## src/rtl/code_entry_sequencer_if.sv

```systemverilog
// Keypad-side and lock-side signals of the code entry sequencer.
//   sw, enter_btn, clear_btn : raw keypad inputs (asynchronous, buttons bouncy)
//   x                        : registered symbol stream to the lock
//   busy                     : high while a replay is in progress
//   entry_done               : one-cycle pulse after the last replayed symbol
//   digit_count              : symbols currently buffered
// Modports: master drives the keypad and observes the results; slave is the
// sequencer itself.
interface code_entry_sequencer_if #(
  parameter int CODE_LEN = 3
);
  logic [2:0]                      sw;
  logic                            enter_btn;
  logic                            clear_btn;
  logic [2:0]                      x;
  logic                            busy;
  logic                            entry_done;
  logic [$clog2(CODE_LEN+1)-1:0]   digit_count;

  modport master (
    output sw, enter_btn, clear_btn,
    input  x, busy, entry_done, digit_count
  );

  modport slave (
    input  sw, enter_btn, clear_btn,
    output x, busy, entry_done, digit_count
  );
endinterface

```

## src/rtl/code_entry_sequencer.sv

```systemverilog
// Front end for the digital lock: synchronizes the keypad, debounces the
// ENTER/CLEAR buttons, collects CODE_LEN symbols and then replays them on x
// in back-to-back cycles (x rests at 3'b000 otherwise).
// Ports:
//   clk   : system clock, rising edge
//   reset : asynchronous active-low reset, clears all state
//   bus   : slave side of code_entry_sequencer_if (keypad in, lock stream out)
module code_entry_sequencer #(
  parameter int CODE_LEN        = 3,
  parameter int DEBOUNCE_CYCLES = 16
) (
  input logic                   clk,
  input logic                   reset,
  code_entry_sequencer_if.slave bus
);

  localparam int DC_W  = $clog2(CODE_LEN + 1);
  localparam int IDX_W = (CODE_LEN > 1) ? $clog2(CODE_LEN) : 1;
  localparam int DB_W  = $clog2(DEBOUNCE_CYCLES + 1);

  localparam logic [DB_W-1:0]  DB_LAST  = DB_W'(DEBOUNCE_CYCLES - 1);
  localparam logic [DC_W-1:0]  DC_LAST  = DC_W'(CODE_LEN - 1);
  localparam logic [IDX_W-1:0] IDX_LAST = IDX_W'(CODE_LEN - 1);

  typedef enum logic {COLLECT, REPLAY} state_t;

  // ---------------------------------------------------------------------------
  // Symbol switches: synchronized only, sampled when ENTER is accepted.
  // ---------------------------------------------------------------------------
  logic [2:0] sw_meta_reg;
  logic [2:0] sw_sync_reg;

  always_ff @(posedge clk or negedge reset) begin
    if (!reset) begin
      sw_meta_reg <= 3'b000;
      sw_sync_reg <= 3'b000;
    end else begin
      sw_meta_reg <= bus.sw;
      sw_sync_reg <= sw_meta_reg;
    end
  end

  // ---------------------------------------------------------------------------
  // Buttons: bit 0 = ENTER, bit 1 = CLEAR. Each gets a synchronizer, a
  // debounce counter and a rising-edge detector on the debounced level.
  // ---------------------------------------------------------------------------
  logic [1:0] btn_raw;
  logic [1:0] btn_press;

  assign btn_raw = {bus.clear_btn, bus.enter_btn};

  generate
    for (genvar gi = 0; gi < 2; gi++) begin : g_btn
      logic            meta_reg;
      logic            sync_reg;
      logic            deb_reg;
      logic            deb_dly_reg;
      logic [DB_W-1:0] cnt_reg;

      always_ff @(posedge clk or negedge reset) begin
        if (!reset) begin
          meta_reg    <= 1'b0;
          sync_reg    <= 1'b0;
          deb_reg     <= 1'b0;
          deb_dly_reg <= 1'b0;
          cnt_reg     <= '0;
        end else begin
          meta_reg    <= btn_raw[gi];
          sync_reg    <= meta_reg;
          deb_dly_reg <= deb_reg;
          // Any cycle of agreement restarts the stability count, so short
          // bounces never accumulate into a level change.
          if (sync_reg == deb_reg) begin
            cnt_reg <= '0;
          end else if (cnt_reg == DB_LAST) begin
            deb_reg <= sync_reg;
            cnt_reg <= '0;
          end else begin
            cnt_reg <= cnt_reg + DB_W'(1);
          end
        end
      end

      assign btn_press[gi] = deb_reg & ~deb_dly_reg;
    end
  endgenerate

  logic enter_press;
  logic clear_press;

  assign enter_press = btn_press[0];
  assign clear_press = btn_press[1];

  // ---------------------------------------------------------------------------
  // Collect / replay FSM
  // ---------------------------------------------------------------------------
  state_t           state_reg, state_next;
  logic [DC_W-1:0]  digit_count_reg, digit_count_next;
  logic [IDX_W-1:0] idx_reg, idx_next;
  logic [IDX_W-1:0] idx_inc;
  logic [2:0]       x_reg, x_next;
  logic             busy_reg, busy_next;
  logic             done_reg, done_next;
  logic             wr_en;
  logic [2:0]       buffer [CODE_LEN];

  assign idx_inc = idx_reg + IDX_W'(1);

  always_ff @(posedge clk or negedge reset) begin
    if (!reset) begin
      state_reg       <= COLLECT;
      digit_count_reg <= '0;
      idx_reg         <= '0;
      x_reg           <= 3'b000;
      busy_reg        <= 1'b0;
      done_reg        <= 1'b0;
    end else begin
      state_reg       <= state_next;
      digit_count_reg <= digit_count_next;
      idx_reg         <= idx_next;
      x_reg           <= x_next;
      busy_reg        <= busy_next;
      done_reg        <= done_next;
    end
  end

  // Symbol store, written at the slot named by digit_count.
  always_ff @(posedge clk or negedge reset) begin
    if (!reset) begin
      for (int i = 0; i < CODE_LEN; i++) begin
        buffer[i] <= 3'b000;
      end
    end else begin
      for (int i = 0; i < CODE_LEN; i++) begin
        if (wr_en && (digit_count_reg == DC_W'(i))) begin
          buffer[i] <= sw_sync_reg;
        end
      end
    end
  end

  // x/busy are registered, so their next values are the symbol to show in the
  // following cycle. idx_reg tracks the symbol currently on x.
  always_comb begin
    state_next       = state_reg;
    digit_count_next = digit_count_reg;
    idx_next         = idx_reg;
    x_next           = 3'b000;
    busy_next        = 1'b0;
    done_next        = 1'b0;
    wr_en            = 1'b0;

    case (state_reg)
      COLLECT: begin
        if (clear_press) begin
          digit_count_next = '0;
        end else if (enter_press) begin
          wr_en = 1'b1;
          if (digit_count_reg == DC_LAST) begin
            digit_count_next = '0;
            state_next       = REPLAY;
            idx_next         = '0;
            busy_next        = 1'b1;
            // With a single-symbol code, slot 0 is being written right now,
            // so forward the captured symbol instead of the stale slot.
            x_next = (CODE_LEN == 1) ? sw_sync_reg : buffer[0];
          end else begin
            digit_count_next = digit_count_reg + DC_W'(1);
          end
        end
      end

      REPLAY: begin
        // Presses arriving here are dropped; their edge detectors keep running.
        if (idx_reg == IDX_LAST) begin
          state_next = COLLECT;
          done_next  = 1'b1;
        end else begin
          idx_next  = idx_inc;
          x_next    = buffer[idx_inc];
          busy_next = 1'b1;
        end
      end

      default: begin
        state_next = COLLECT;
      end
    endcase
  end

  assign bus.x           = x_reg;
  assign bus.busy        = busy_reg;
  assign bus.entry_done  = done_reg;
  assign bus.digit_count = digit_count_reg;

endmodule

```

## src/flat_wrapper.sv

```systemverilog
// flat-port wrapper written by rule: the top's interface ports become plain ports
module code_entry_sequencer_flat 
#(
  parameter int CODE_LEN        = 3,
  parameter int DEBOUNCE_CYCLES = 16
)
  (clk, reset, bus_sw, bus_enter_btn, bus_clear_btn, bus_x, bus_busy, bus_entry_done, bus_digit_count);
  code_entry_sequencer_if #(.CODE_LEN(CODE_LEN)) bus_i ();
  input logic clk;
  input logic reset;
  input wire logic [$bits(bus_i.sw)-1:0] bus_sw;
  input wire logic [$bits(bus_i.enter_btn)-1:0] bus_enter_btn;
  input wire logic [$bits(bus_i.clear_btn)-1:0] bus_clear_btn;
  output wire logic [$bits(bus_i.x)-1:0] bus_x;
  output wire logic [$bits(bus_i.busy)-1:0] bus_busy;
  output wire logic [$bits(bus_i.entry_done)-1:0] bus_entry_done;
  output wire logic [$bits(bus_i.digit_count)-1:0] bus_digit_count;
  assign bus_i.sw = bus_sw;
  assign bus_i.enter_btn = bus_enter_btn;
  assign bus_i.clear_btn = bus_clear_btn;
  assign bus_x = bus_i.x;
  assign bus_busy = bus_i.busy;
  assign bus_entry_done = bus_i.entry_done;
  assign bus_digit_count = bus_i.digit_count;
  code_entry_sequencer #(.CODE_LEN(CODE_LEN), .DEBOUNCE_CYCLES(DEBOUNCE_CYCLES)) u_core (.clk(clk), .reset(reset), .bus(bus_i));
endmodule
```

## config.mk

```make
export PLATFORM = sky130hd
export DESIGN_NAME = code_entry_sequencer_flat
export DESIGN_NICKNAME = d
export VERILOG_FILES = /design/src/rtl/code_entry_sequencer_if.sv /design/src/rtl/code_entry_sequencer.sv /design/src/flat_wrapper.sv
export SDC_FILE = /design/constraint.sdc
export NUM_CORES = 1
export LEC_CHECK = 0
export CORE_UTILIZATION = 50
export CTS_BUF_LIST = sky130_fd_sc_hd__clkbuf_8
export DETAILED_ROUTE_END_ITERATION = 7
export PLACE_DENSITY = 0.72
export SYNTH_ARGS = -nofsm -noshare
export SYNTH_HDL_FRONTEND = slang
export SYNTH_SLANG_ARGS = --single-unit
```

## constraint.sdc

```tcl
create_clock -name clk -period 2.1 [get_ports clk]
set_clock_uncertainty 0.2 [all_clocks]
set_input_delay 0.525 -clock clk [delete_from_list [all_inputs] [get_ports clk]]
set_output_delay 0.525 -clock clk [all_outputs]
set_load 0.02 [all_outputs]
```

==> results.py <==
metrics = {
    "timing": {
        "rsz_0062_raised_after_global_routing": "false",
        "max_freq_mhz": 514,
        "setup_viol": 0,
        "timing_max_transition_violations_final": 0,
        "post-route-period-util_pct": 92.7,
        "setup_total_negative_slack_ns": 0,
        "hold_ws_ns": 0.150,
        "post-route-min-period_ns": 1.95,
        "report.final.hold_viol_count": 0,
        "worst_slew_margin_rel_pct": 69.1,
        "tightest_slew_ns": 0.464,
    },
    "placed_design": {
        "placed_cells_incl_taps": 174,
        "place.gp.congestion": 0.737,
        "port_buffers": 13,
        "post_dp_cell_area_um2": 1790,
        "sum_of_net_half_perimeters_after_detailed_placement_mm": 1.75,
    },
    "floorplanning": {
        "ioPinCount": 14,
        "fp.coreArea_um2": 3050,
        "die_width_um": 58.9,
        "num_rows": 20,
        "design.die.area_um2": 3460,
        "starting_density_pct": 53.0,
        "chipHeight_um": 58.9,
    },
    "detailed_routing": {
        "top_layer_used": "met4",
        "met1Wirelength_mm": 1.07,
        "met3WireLength_um": 83,
        "vias_per_cell": 5.12,
        "final_routed_drc_violation_total": 0,
        "drt-total-wl_mm": 2.51,
        "vias": 937,
        "wl_met2_mm": 1.24,
        "first_iter_violations": 34,
        "drt_pre_antenna_iters": 4,
        "route.antenna.remaining_nets": 0,
        "detail_route.wl_per_cell_um": 13.7,
    },
    "grt": {
        "vias_in_the_first_global_route": 1030,
        "grt_pass1_wl_mm": 4.42,
        "antenna_found_initial": 0,
        "grt_max_degree": 25,
        "global_route.overflow_total": 0,
        "track_usage_pct": 18.2,
    },
    "cts": {
        "clock_sinks": 42,
        "clkLatencyLatePin_ns": 0.30,
        "cts_tree": "yes",
        "cts.repair_timing.setup_buffer_count": 0,
        "cts_bufs_inserted": 5,
        "clk_pin_slew_worst_paths_ns": 0.08,
        "h-tree-depth": 2,
        "cts-root-to-sink-buffers": 2,
        "clock-root-buffer": "clkbuf_8",
    },
    "synthesis": {
        "syn_nets": 130,
        "synth-xor-area-share_pct": 3.25,
        "post_synthesis_area_per_instance_um2": 13.5,
        "ys_types": 26,
        "post_synth_mux_area_share_pct": 10.2,
        "synth_top_family_by_area": "simple AND/OR/NAND/NOR gates",
        "netlist_area_um2": 1620,
        "synthSimpleGateAreaFrac_pct": 10.6,
        "synth-compound-area-share_pct": 6.19,
        "yosysSeqAreaShare_pct": 65.0,
        "ys_ff_latch": 42,
        "syn_inst": 120,
        "yosysWarningCount": 0,
        "synth_fa_ha_area_share_pct": 2.32,
    },
    "critical_path": {
        "setup.worst_path.start_class": "flip-flop",
        "worst-path-stages": 1,
        "cp_num_buf_inv": 1,
        "critical_path.top_delay_family": "buffers and inverters",
        "worstSetupPathType": "flip-flop to primary output",
        "timing.critical_path.from": "u_core.bus.x[0]",
        "rrSetupSlack_ns": 0.17,
        "critPathMaxFanout": 1,
        "setup.worst_path.end_class": "primary output",
        "crit_chain": "clkdlybuf4s50_1",
        "worst_r2r_endpoint": "u_core.bus.x[2]",
        "cp-endpoint": "bus_x[0]",
        "critical_path_required_ns": 1.37,
        "crit_path_top_delay_cell": "clkdlybuf4s50_1",
        "critPathArrivalTime_ns": 1.22,
        "crit-reg2reg-launch": "u_core.idx_reg[0]",
        "timing.critical_path.slowest_cell_delay_ns": 0.59,
        "reg2reg_depth": 5,
    },
    "min_path": {
        "timing.hold.worst.class": "flip-flop to flip-flop",
    },
    "flow_run": {
        "drv.max_cap_violation_count": 0,
    },
    "cells_and_area": {
        "design_area_um2": 1890,
        "utilization_pct": 62.0,
        "flip_flop_count_of_the_largest_register_after_layout": 10,
        "num-nets-final": 148,
        "syn_to_final_growth_pct": 17.2,
        "post_route_cells_drive_above_1_share_pct": 18.7,
        "n_antenna_cell": 0,
        "layoutNonFillerInstCount": 183,
    },
    "pwr": {
        "vdd.ir_drop.worst_mv": 0.565,
        "static-leakage-power_nw": 0.968,
        "powerDensity_nw_per_um2": 748,
    },
    "status": {
        "run_status": "complete, no violations",
    },
}
## timing repair
item                                    CTS  global route
hold buffers                              1             0
endpoints found under the setup margin    2             1
endpoints found under the hold margin    18             0
resized for setup                         2             1
## area by class of cell
class / instances / area (um^2)
multi-input combinational: 70 / 527
timing repair buffer: 15 / 155
sequential: 42 / 1050
fill: 247 / 1160
clock buffer: 6 / 82.6
clock inverter: 2 / 8.76
tap: 44 / 55.1
inverter: 4 / 15.0
## worst register-to-register path: stages (launching register included)
cell,delay [ns]
dfrtp_1,0.48
inv_1,0.09
ha_1,0.45
mux2i_1,0.29
a211oi_1,0.12
a21o_2,0.20
## report_power, final
group          switching [W]  internal (W)  leakage, nW
registers          0.0000126      0.000829        0.559
clock network       0.000263      0.000260       0.0524
logic              0.0000290     0.0000248        0.357
total               0.000304       0.00111        0.968
## layer usage
| metal | vias up | global-route usage (%) |
|---|---|---|
| met1 | 467 | 19.2 |
| met3 | 10 | 5.05 |
| met5 | - | 0 |
| li1 | 439 | - |
| met2 | 21 | 29.7 |
| met4 | 0 | 16.3 |
## cell families after synthesis
family,Yosys count
AO/OA/AOI/OAI,16
AND/OR/NAND/NOR,31
flip-flops,42
buffers and inverters,8
multiplexers,14
adder cells (fa/ha/maj),3
XOR/XNOR,6
## how the worst min path moves through the flow
| stage | startpoint | endpoint | cells after the start | slack, ns |
|---|---|---|---|---|
| after floorplan | reset | u_core.buffer[0] | 0 | 0.03 |
| after global placement | u_core.g_btn[0].meta_reg | u_core.g_btn[0].sync_reg | 0 | 0.13 |
| after detailed placement | u_core.sw_meta_reg[1] | u_core.sw_sync_reg[1] | 0 | 0.14 |
| after CTS | u_core.sw_meta_reg[1] | u_core.sw_sync_reg[1] | 0 | 0.15 |
| after global routing | u_core.sw_meta_reg[2] | u_core.sw_sync_reg[2] | 0 | 0.16 |
| final | u_core.sw_meta_reg[1] | u_core.sw_sync_reg[1] | 0 | 0.15 |
## synth_stat cells
| master | count | area share (%) |
|---|---|---|
| dfrtp_1 | 42 | 65 |
| nor2_1 | 9 | 2.1 |
| mux2_2 | 8 | 5.6 |
| xor2_1 | 6 | 3.3 |
| o21ai_0 | 5 | 1.5 |
| a21oi_1 | 4 | 1.2 |
| and2_1 | 4 | 1.5 |
| inv_1 | 4 | 0.93 |
| nand3_1 | 4 | 1.2 |
| a211oi_1 | 3 | 1.4 |
| a21o_2 | 3 | 1.6 |
| ha_1 | 3 | 2.3 |
| mux2_4 | 3 | 2.8 |
| mux2i_1 | 3 | 1.9 |
| nand2_1 | 3 | 0.70 |
| nand4_1 | 3 | 1.2 |
| and3_1 | 2 | 0.77 |
| clkbuf_1 | 2 | 0.46 |
| nand2b_1 | 2 | 0.77 |
| and2b_4 | 1 | 0.62 |
| and4_4 | 1 | 0.70 |
| buf_2 | 1 | 0.31 |
| buf_6 | 1 | 0.70 |
| nand2b_2 | 1 | 0.54 |
| o22ai_1 | 1 | 0.39 |
| or2b_1 | 1 | 0.46 |
## cells in the final DEF (no fill, tap or decap), types with 4 or more instances in the layout
cell type and n:
clkbuf_8 6, and2_1 4, a21oi_1 4, nand3_1 4
mux2_2 8, xor2_1 6, o21ai_0 5, inv_1 5
dfrtp_1 42, clkdlybuf4s50_1 9, nor2_1 9
## through the flow
stage	worst slack, ns	total power, W
2_1_floorplan	0.306	0.000872
3_3_place_gp	0.347	0.000907
3_5_place_dp	0.222	0.000911
4_1_cts	0.0245	0.00143
5_1_grt	0.0707	0.00147
6_report	0.153	0.00142
No activity file was read; power rests on OpenSTA's default activity.
